--- config.mk ---
export PLATFORM = sky130hd
export DESIGN_NAME = key_debouncer
export DESIGN_NICKNAME = d
export VERILOG_FILES = /design/src/rtl/key_debouncer.sv
export SDC_FILE = /design/constraint.sdc
export NUM_CORES = 1
export LEC_CHECK = 0
export ABC_AREA = 1
export CAP_MARGIN = 5
export CORE_UTILIZATION = 45
export CTS_BUF_LIST = sky130_fd_sc_hd__clkbuf_8
export DETAILED_ROUTE_END_ITERATION = 8
export PLACE_DENSITY = 0.67
export SLEW_MARGIN = 10
export SYNTH_ARGS = -nofsm -noshare
export SYNTH_HDL_FRONTEND = slang
export SYNTH_SLANG_ARGS = --single-unit
--- constraint.sdc ---
create_clock -name iCLOCK -period 3.4 [get_ports iCLOCK]
set_clock_uncertainty 0.15 [all_clocks]
set_input_delay 0.51 -clock iCLOCK [delete_from_list [all_inputs] [get_ports iCLOCK]]
set_output_delay 0.51 -clock iCLOCK [all_outputs]
set_load 0.1 [all_outputs]
--- src/rtl/key_debouncer.sv ---
// -----------------------------------------------------------------------------
// key_debouncer
//
// Cleans a raw, bouncing push-button level and turns it into one-cycle
// press/release enable pulses, a debounced level and a direction bit that
// flips on each accepted press. It sits directly upstream of the up/down
// modulo counter: oPRESS feeds the counter enable, oTOGGLE its up/down input.
//
// Parameters:
//   STABLE_CYCLES : consecutive synchronized samples needed to accept a level
//                   change (>= 2). 50000 gives 1 ms at 50 MHz.
//   ACTIVE_LOW    : 1 when the raw key reads 0 while pressed (DE-board KEYs),
//                   0 for active-high sources.
//
// Ports:
//   iCLOCK   : system clock, all state changes on its rising edge
//   iRESET_n : asynchronous active-low reset
//   iKEY     : raw asynchronous key level
//   oLEVEL   : debounced pressed level (1 = pressed), registered
//   oPRESS   : one-cycle pulse on an accepted press, registered
//   oRELEASE : one-cycle pulse on an accepted release, registered
//   oTOGGLE  : flips on every accepted press, registered
// -----------------------------------------------------------------------------
module key_debouncer #(
    parameter int unsigned STABLE_CYCLES = 50000,
    parameter bit          ACTIVE_LOW    = 1'b1
) (
    input  logic iCLOCK,
    input  logic iRESET_n,
    input  logic iKEY,
    output logic oLEVEL,
    output logic oPRESS,
    output logic oRELEASE,
    output logic oTOGGLE
);

    // Counter width is derived from STABLE_CYCLES and is deliberately not a
    // parameter; the counter only ever has to hold STABLE_CYCLES-1.
    localparam int unsigned      WIDTH    = (STABLE_CYCLES > 1) ? $clog2(STABLE_CYCLES) : 1;
    localparam logic [WIDTH-1:0] CNT_MAX  = WIDTH'(STABLE_CYCLES - 1);
    localparam logic [WIDTH-1:0] CNT_ZERO = {WIDTH{1'b0}};
    localparam logic [WIDTH-1:0] CNT_ONE  = WIDTH'(1'b1);

    // Raw key value while the button is not pressed.
    localparam logic IDLE_RAW = ACTIVE_LOW;

    localparam logic [1:0] ST_RELEASED     = 2'd0;
    localparam logic [1:0] ST_WAIT_PRESS   = 2'd1;
    localparam logic [1:0] ST_PRESSED      = 2'd2;
    localparam logic [1:0] ST_WAIT_RELEASE = 2'd3;

    logic             sync1_r;
    logic             sync2_r;
    logic             pressed_s;

    logic [1:0]       state_r;
    logic [1:0]       state_nxt_s;
    logic [WIDTH-1:0] cnt_r;
    logic [WIDTH-1:0] cnt_nxt_s;
    logic             level_r;
    logic             level_nxt_s;
    logic             press_r;
    logic             press_nxt_s;
    logic             release_r;
    logic             release_nxt_s;
    logic             toggle_r;
    logic             toggle_nxt_s;

    // Two-flop synchronizer; resets to the idle raw level so a key held
    // through reset is seen as a fresh press afterwards.
    always_ff @(posedge iCLOCK or negedge iRESET_n) begin
        if (!iRESET_n) begin
            sync1_r <= IDLE_RAW;
            sync2_r <= IDLE_RAW;
        end else begin
            sync1_r <= iKEY;
            sync2_r <= sync1_r;
        end
    end

    // Normalise polarity: 1 means the key is currently pressed.
    assign pressed_s = sync2_r ^ IDLE_RAW;

    // Next-state logic for the debounce FSM, stability counter and outputs.
    always_comb begin
        state_nxt_s   = state_r;
        cnt_nxt_s     = cnt_r;
        level_nxt_s   = level_r;
        toggle_nxt_s  = toggle_r;
        press_nxt_s   = 1'b0;
        release_nxt_s = 1'b0;

        case (state_r)
            ST_RELEASED: begin
                if (pressed_s) begin
                    state_nxt_s = ST_WAIT_PRESS;
                    cnt_nxt_s   = CNT_ZERO;
                end else begin
                    state_nxt_s = ST_RELEASED;
                end
            end
            ST_WAIT_PRESS: begin
                if (!pressed_s) begin
                    // Bounce: fall back and restart from the stable state.
                    state_nxt_s = ST_RELEASED;
                    cnt_nxt_s   = CNT_ZERO;
                end else if (cnt_r == CNT_MAX) begin
                    state_nxt_s  = ST_PRESSED;
                    press_nxt_s  = 1'b1;
                    level_nxt_s  = 1'b1;
                    toggle_nxt_s = ~toggle_r;
                end else begin
                    cnt_nxt_s = cnt_r + CNT_ONE;
                end
            end
            ST_PRESSED: begin
                if (!pressed_s) begin
                    state_nxt_s = ST_WAIT_RELEASE;
                    cnt_nxt_s   = CNT_ZERO;
                end else begin
                    state_nxt_s = ST_PRESSED;
                end
            end
            ST_WAIT_RELEASE: begin
                if (pressed_s) begin
                    // Glitch while held: level stays 1, no pulse.
                    state_nxt_s = ST_PRESSED;
                end else if (cnt_r == CNT_MAX) begin
                    state_nxt_s   = ST_RELEASED;
                    release_nxt_s = 1'b1;
                    level_nxt_s   = 1'b0;
                end else begin
                    cnt_nxt_s = cnt_r + CNT_ONE;
                end
            end
            default: begin
                state_nxt_s = ST_RELEASED;
                cnt_nxt_s   = CNT_ZERO;
                level_nxt_s = 1'b0;
            end
        endcase
    end

    // State, counter and registered outputs.
    always_ff @(posedge iCLOCK or negedge iRESET_n) begin
        if (!iRESET_n) begin
            state_r   <= ST_RELEASED;
            cnt_r     <= CNT_ZERO;
            level_r   <= 1'b0;
            press_r   <= 1'b0;
            release_r <= 1'b0;
            toggle_r  <= 1'b0;
        end else begin
            state_r   <= state_nxt_s;
            cnt_r     <= cnt_nxt_s;
            level_r   <= level_nxt_s;
            press_r   <= press_nxt_s;
            release_r <= release_nxt_s;
            toggle_r  <= toggle_nxt_s;
        end
    end

    assign oLEVEL   = level_r;
    assign oPRESS   = press_r;
    assign oRELEASE = release_r;
    assign oTOGGLE  = toggle_r;

endmodule

==> results of run 1 <==
worst max-delay path by stage:
stage,start,to,cells past startpoint
2_1_floorplan,oTOGGLE$_DFFE_PN0P_,oTOGGLE,0
3_3_place_gp,oTOGGLE$_DFFE_PN0P_,oTOGGLE,1
5_1_grt,oTOGGLE$_DFFE_PN0P_,oTOGGLE,1
4_1_cts,oTOGGLE$_DFFE_PN0P_,oTOGGLE,1
6_report,oTOGGLE$_DFFE_PN0P_,oTOGGLE,1
3_5_place_dp,oTOGGLE$_DFFE_PN0P_,oTOGGLE,1
metal layers:
layer / routed length, um / GRT usage / share of wire
met4: 29 / 0.0578 / 0.0099
met3: 118 / 0.0469 / 0.040
met2: 1400 / 0.328 / 0.48
met5: 0 / 0 / 0
met1: 1380 / 0.257 / 0.47
worst register-to-register path, stage by stage, from the launching register on:
cell and delay [ns]:
dfrtp_1 0.40, ha_1 0.26, nand2_2 0.10, nor2_4 0.18, nand3_4 0.13, nor2_2 0.12
nand2_1 0.06, nand3_1 0.08, inv_1 0.04
cells in the final DEF (no fill, tap or decap), drive strengths merged:
cell type / n
nand4: 3
ha: 1
inv: 29
a21oi: 3
nand2: 60
clkdlybuf4s50: 6
clkinv: 1
nand3: 22
nor2: 28
o21bai: 2
dfrtp: 22
nand3b: 1
buf: 1
a21boi: 3
clkbuf: 3
dfstp: 2
o21ai: 11
nor3: 2
where the power goes:
part / switching (mW) / internal [mW] / leakage [nW]
combinational: 0.0242 / 0.0115 / 0.374
clock: 0.0906 / 0.0808 / 0.0269
sequential: 0.00497 / 0.291 / 0.324
cell families after synthesis:
group,Yosys count,share of synthesized area
buffers and inverters,30,0.0846
AND/OR/NAND/NOR,116,0.401
adder cells (fa/ha/maj),1,0.00881
AO/OA/AOI/OAI,19,0.0810
flip-flops,24,0.425
stage by stage:
stage / setup WS, ns / power [mW] / hold WS [ns] / instance area, sq um
after global placement: 1.27 / 0.336 / 0.199 / 1530
after CTS: 0.946 / 0.507 / 0.218 / 1580
final: 0.957 / 0.503 / 0.215 / 1580
after detailed placement: 1.25 / 0.338 / 0.204 / 1530
after floorplan: 1.83 / 0.323 / 0.0644 / 1420
after global routing: 0.899 / 0.522 / 0.218 / 1580
registers in the layout, indices dropped and copies added (netlist names), named ones only:
register / cells
sync2_r: 1
state_r: 1
oLEVEL: 1
oTOGGLE: 1
sync1_r: 1
oRELEASE: 1
cnt_r: 16
oPRESS: 1
layout make-up:
class	count	area, sq um	area share
inverters	29	109	0.0690
well taps	44	55.1	0.0349
multi-input cells	136	697	0.442
clock buffers	3	41.3	0.0262
flip-flops and latches	24	603	0.383
repair buffers	7	67.6	0.0429
clock inverters	1	3.75	0.00238
==> flow_summary.ini, run 1 <==
[yosys]
synth-main-ff-cell = dfrtp_1
syn_area_per_cell_sq_um = 7.47
synth_fp_nets = 194
yosysMostFrequentCell = nand2_1
seq_area_frac_synth = 0.425
synth_edf_count = 0
synth-seq-cells = 24
synth_area_leaders = dfrtp_1 39%, nand2_1 15%, nand3_1 6.3%
async_flop_share = 1.00
synth_cells = 190
synth_area_sq_mm = 0.00142
synth.top_cell.area_share = 0.388
synth_top_cell_by_area = dfrtp_1
yosysUniqueCellTypes = 26
synth_common_cells = 55 x nand2_1, 24 x inv_1, 22 x dfrtp_1
synth_warnings = 0

[worst_setup_path]
startpoint_type = register
r2r_slack_ns = 1.79
reg2regPathDepth = 8
r2r_start = cnt_r[1]$_DFFE_PN0P_
cp.required_ns = 2.74
endpoint_kind = output pin
cp.arrival_ns = 1.78
critPathKind = register to output pin
crit_family = buffers and inverters
cp.buffers_inverters = 1
r2r-end = cnt_r[6]$_DFFE_PN0P_
critical_path_peak_fanout = 3
slowest_delay_ns = 1.14
path_cells = clkdlybuf4s50_1
crit_path_top_delay_cell = clkdlybuf4s50_1

[timing]
drv_slew = 0
hold_viol = 0
finalSetupViolCount = 0
period_minus_slack_ns = 2.44
rsz0062_at_grt = false
timing.final.crit_share = 0.719
relSlewSlack = 0.294
max_freq_mhz = 409
finalSetupTns_ns = 0
tightest_slew_ns = 1.06

[cts]
hold_buffers = 0
cts_tree = built
cts-root-buf = clkbuf_8
clk_latency_ns = 0.27
cts.htree.levels = 1
clk_pin_slew_ns = 0.09
cts_buffer_depth = 2
cts_made_buffers = 3
postCtsSetupBuffers = 0
ctsResizeCount = 0
clock-sinks = 24

[floorplan]
io_pins = 7
start_util = 0.469
rows = 20
core_sq_mm = 0.00303
die_area_sq_mm = 0.00338
dieHeight_um = 58.2
die-width_um = 58.2

[run]
maxCapViolations = 0

[final_layout]
num-nets-final = 205
fillers = 294
final_cell_count_no_fill = 244
fin_util = 0.521
drive_above_1_share = 0.150
n_antenna_cell = 0
area_delta_synth_final_pct = 11.0

[global_route]
grt_pass1_wl_mm = 5.06
grt_pass1_vias = 1144
antenna_found_initial = 0
grt_use_total = 0.198
grt_max_degree = 24
grt_overflow = 0

[route]
drc = 0
postRouteAntennaNets = 0
firstDrtPassIters = 4
drt_wl_total_mm = 2.93
vias = 1233
drt_first_iter_violations = 81
viasPerCell = 5.05
wl_per_cell_um = 12.0

[hold_path]
hold_class = register to register
min-delay-start = sync1_r$_DFF_PN1_
worstHoldEndpoint = sync2_r$_DFF_PN1_
whs_path_depth = 0

[place]
place_hpwl_mm = 2.18
gp_congestion = 0.808
io_buffers = 6
placedCellCount = 240

[power_and_ir_drop]
ir_drop_mv = 0.257
p_per_area_mw_per_mm2 = 319
p_leak_nw = 0.725

[status]
status = finished clean
Power figures use the tool's default switching activity.
==> run 2, diff against run 1 <==
clock period = 2.5 ns   (was 3.4 ns; I/O delays follow)
==> run 2 against run 1 <==
  * First-iteration DRC count shrank 56%
  * Flip-flop and latch count is the same
  * Wire length shrank 4.9%
  * Core utilization grew 0.54 points
  * Setup slack lost 0.056 ns
  * Die area is the same
  * Sequential power grew 36%
  * Hold slack lost 0.0056 ns
  * Clock-buffer cell count is the same
==> flow_summary.ini, run 2 (same netlist as run 1, synthesis figures left out) <==
[status]
status = finished clean

[route]
drt_wl_total_mm = 2.79
drc = 0
vias = 1176
firstDrtPassIters = 4
drt_first_iter_violations = 36
viasPerCell = 4.82
postRouteAntennaNets = 0
wl_per_cell_um = 11.4

[cts]
postCtsSetupBuffers = 0
cts_buffer_depth = 2
clock-sinks = 24
cts-root-buf = clkbuf_8
ctsResizeCount = 0
cts.htree.levels = 1
cts_tree = built
cts_made_buffers = 3
hold_buffers = 0
clk_pin_slew_ns = 0.09
clk_latency_ns = 0.26

[timing]
relSlewSlack = 0.715
period_minus_slack_ns = 1.60
finalSetupTns_ns = 0
max_freq_mhz = 625
rsz0062_at_grt = false
setup_slack_ns = 0.901
timing.final.crit_share = 0.640
hold_viol = 0
finalSetupViolCount = 0
tightest_slew_ns = 0.425
drv_slew = 0

[power_and_ir_drop]
p_comb_frac = 0.061
seqPwrFrac = 0.511
p_per_area_mw_per_mm2 = 494
netSwitchingFraction = 0.206
p_leak_nw = 0.742
clkPwrFrac = 0.429
p_switching_mw = 0.162
ir_drop_mv = 0.222
internal_power_mw = 0.625

[floorplan]
io_pins = 7
die-width_um = 58.2
core_sq_mm = 0.00303
rows = 20
start_util = 0.469
die_area_sq_mm = 0.00338
dieHeight_um = 58.2

[worst_setup_path]
critPathKind = register to register
crit_path_top_delay_cell = dfrtp_1
startpoint_type = register
slowest_delay_ns = 0.40
endpoint_kind = register
critical_path_peak_fanout = 5
path_cells = ha_1 > nand2_2 > nor2_4 > nand3_4 > nor2_2 > nand3_1 > nand3_1 > nand2_1
cp.required_ns = 2.51
crit_top_cell = nand3_1
cp.arrival_ns = 1.61

[place]
dp_slack_ns = 0.883
gp_congestion = 0.896
place_hpwl_mm = 2.10
io_buffers = 6

[run]
maxCapViolations = 0

[final_layout]
final_cell_mix = 55 x nand2_1, 24 x inv_1, 22 x dfrtp_1
final_common_cell = nand2_1
fin_util = 0.526
registers.top_by_ff_count = cnt_r
n_antenna_cell = 0
drive_above_1_share = 0.175
num-nets-final = 205
largest_reg_flops = 16
area_delta_synth_final_pct = 12.2

[global_route]
antenna_found_initial = 0
grt_use_total = 0.188
grt_overflow = 0
grt_pass1_vias = 1099
grt_max_degree = 25
grt_pass1_wl_mm = 4.91

[hold_path]
hold_class = register to register
## run 2: cell types whose count changed in the layout (fill, tap and decap cells not counted)
cell	delta
bufinv_16	+1
inv_1	-1
buf_4	+4
clkdlybuf4s50_1	-4
## run 2: final cells by class
| type | instances | area, sq um |
|---|---|---|
| Sequential cell | 24 | 603 |
| Fill cell | 301 | 1440 |
| Multi-Input combinational cell | 136 | 697 |
| Inverter | 29 | 109 |
| Tap cell | 44 | 55.1 |
| Clock buffer | 3 | 41.3 |
| Timing Repair Buffer | 7 | 57.6 |
| Clock inverter | 1 | 30.0 |
## run 2: path summary, 6_finish.rpt
kind	from	to	slack, ns	cells past startpoint
setup reg to reg	cnt_r[1]$_DFFE_PN0P_	cnt_r[14]$_DFFE_PN0P_	0.90	8
min in group asynchronous	iRESET_n	cnt_r[6]$_DFFE_PN0P_	0.31	2
hold / removal	sync1_r$_DFF_PN1_	sync2_r$_DFF_PN1_	0.21	0
hold reg to reg	sync1_r$_DFF_PN1_	sync2_r$_DFF_PN1_	0.21	0
max in group asynchronous	iRESET_n	sync2_r$_DFF_PN1_	1.61	2
setup / recovery	cnt_r[1]$_DFFE_PN0P_	cnt_r[14]$_DFFE_PN0P_	0.90	8
## run 2: stage by stage
step / hold WS (ns) / power [mW] / cells / cell area (sq um)
6_report: 0.210 / 0.788 / 244 / 1590
5_1_grt: 0.214 / 0.814 / 244 / 1590
4_1_cts: 0.212 / 0.797 / 244 / 1590
3_5_place_dp: 0.199 / 0.458 / 240 / 1520
2_1_floorplan: -0.0706 / 0.440 / 190 / 1420
3_3_place_gp: 0.197 / 0.456 / 240 / 1520
## run 2: routing by layer
layer  up-vias  GRT usage  wire (um)
li1        619          -          -
met1       545      0.271       1390
met2         8      0.294       1320
met3         4     0.0201         50
met4         0     0.0646         24
met5         -          0          0
## run 2: power by group through the flow
stage	logic [mW]	clock network [mW]	registers (mW)
after global routing	0.0550	0.356	0.403
after global placement	0.0470	0	0.409
after CTS	0.0491	0.346	0.402
after floorplan	0.0313	0	0.408
after detailed placement	0.0488	0	0.410
final	0.0477	0.338	0.402
## run 2: critical path: cells and delay by family (launching register included)
kind	cells	cell delay, ns
adders and majority gates	1	0.26
DFF	1	0.40
and+or+nand+nor	7	0.68
==> run 3, diff against run 2 <==
clock period = 1.7 ns   (was 2.5 ns; I/O delays follow)
==> run 3 against run 2 <==
  * Core utilization up 1.4 points
  * Design area rose by 2.7%
  * Setup slack worse by 0.78 ns
  * Largest cell class unchanged
==> flow_summary.ini, run 3 (same netlist as run 1, synthesis figures left out) <==
[status]
status = finished clean

[run]
maxCapViolations = 0

[floorplan]
core_sq_mm = 0.00303
dieHeight_um = 58.2
die-width_um = 58.2
rows = 20
start_util = 0.469
die_area_sq_mm = 0.00338
io_pins = 7

[timing]
max_freq_mhz = 633
rsz0062_at_grt = false
tightest_slew_ns = 0.453
finalSetupViolCount = 0
hold_viol = 0
timing.final.crit_share = 0.929
drv_slew = 0
period_minus_slack_ns = 1.58
finalSetupTns_ns = 0
relSlewSlack = 0.696

[place]
gp_congestion = 0.882
io_buffers = 6
place_hpwl_mm = 2.04

[cts]
cts_buffer_depth = 2
cts-root-buf = clkbuf_8
cts_made_buffers = 3
clock-sinks = 24
cts.htree.levels = 1
postCtsSetupBuffers = 0
cts_tree = built
clk_pin_slew_ns = 0.08
clk_latency_ns = 0.27

[power_and_ir_drop]
p_switching_mw = 0.237
p_leak_nw = 0.748
internal_power_mw = 0.814
p_comb_frac = 0.069
ir_drop_mv = 0.320
p_per_area_mw_per_mm2 = 642
seqPwrFrac = 0.563
clkPwrFrac = 0.369
p_total_mw = 1.05
netSwitchingFraction = 0.226

[final_layout]
n_antenna_cell = 0
area_delta_synth_final_pct = 15.2
final_cell_mix = 55 x nand2_1, 24 x inv_1, 22 x dfrtp_1
registers.top_by_ff_count = cnt_r
fillers = 289
num-nets-final = 206
largest_reg_flops = 16
final_common_cell = nand2_1
drive_above_1_share = 0.184

[route]
viasPerCell = 4.91
drc = 0
drt_first_iter_violations = 49
firstDrtPassIters = 4
wl_per_cell_um = 11.1
vias = 1203
postRouteAntennaNets = 0
drt_wl_total_mm = 2.72

[global_route]
grt_max_degree = 25
grt_pass1_wl_mm = 4.69
grt_pass1_vias = 1133
antenna_found_initial = 0
grt_use_total = 0.183
grt_overflow = 0

[worst_setup_path]
endpoint_kind = register
cp.arrival_ns = 1.60
critPathKind = register to register
r2r-end = cnt_r[6]$_DFFE_PN0P_
critical_path_peak_fanout = 5
r2r_start = cnt_r[0]$_DFFE_PN0P_
startpoint_type = register
slowest_delay_ns = 0.40
path_cells = ha_2 > nand2_2 > nor2_4 > nand3_4 > nor2_2 > nand2_1 > nand3_1 > inv_1
reg2regPathDepth = 8
cp.buffers_inverters = 1
cp.required_ns = 1.72
r2r_slack_ns = 0.12
crit_path_top_delay_cell = dfrtp_1
startpoint = cnt_r[0]$_DFFE_PN0P_
crit_family = simple AND/OR/NAND/NOR gates

[hold_path]
hold_class = input pin to asynchronous set/reset pin
run 3: through the flow:
step	area, sq um	util	hold WS [ns]	instances	setup slack (ns)
detailed placement	1580	0.521	0.200	241	0.0977
CTS	1630	0.540	0.197	245	0.0821
global placement	1580	0.521	0.197	241	0.145
global route	1640	0.540	0.215	245	0.0194
finish	1640	0.540	0.192	245	0.121
floorplan	1420	-	-0.191	190	0.270
run 3: final cells by class:
class	count	area, sq um	area share
Tap cell	44	55.1	0.0336
Sequential cell	24	603	0.369
Multi-Input combinational cell	136	699	0.427
Clock buffer	4	55.1	0.0336
Timing Repair Buffer	8	115	0.0703
Inverter	29	109	0.0665
run 3: worst max path at each step:
stage / endpoint / slack [ns] / cells past startpoint
global placement: cnt_r[14]$_DFFE_PN0P_ / 0.14 / 8
finish: cnt_r[6]$_DFFE_PN0P_ / 0.12 / 8
floorplan: cnt_r[14]$_DFFE_PN0P_ / 0.27 / 8
detailed placement: cnt_r[14]$_DFFE_PN0P_ / 0.1 / 8
global route: cnt_r[11]$_DFFE_PN0P_ / 0.02 / 5
CTS: cnt_r[14]$_DFFE_PN0P_ / 0.08 / 8
run 3: worst reg2reg max path, delay by kind of cell, from the launching register on:
kind / cells / cell delay [ns]
AND/OR/NAND/NOR: 6 / 0.66
flip-flops: 1 / 0.40
adder cells (fa/ha/maj): 1 / 0.24
buffers and inverters: 1 / 0.05
run 3: power by group through the flow:
| stage | combinational, mW | clock, mW | sequential, mW |
|---|---|---|---|
| 5_1_grt | 0.0834 | 0.413 | 0.593 |
| 3_3_place_gp | 0.0706 | 0 | 0.602 |
| 4_1_cts | 0.0734 | 0.408 | 0.591 |
| 2_1_floorplan | 0.0460 | 0 | 0.601 |
| 3_5_place_dp | 0.0730 | 0 | 0.602 |
| 6_report | 0.0723 | 0.388 | 0.591 |
run 3: repair_timing:
action,in CTS,in global routing
setup endpoints to repair,0,3
resized for setup,0,1
hold buffers,0,0
run 3: layer usage:
metal	vias up	wire, um	GRT usage	share of wire
li1	619	-	-	-
met1	554	1270	0.222	0.47
met2	22	1280	0.312	0.47
met3	8	110	0.0469	0.040
met4	0	61	0.0646	0.022
met5	-	0	0	0
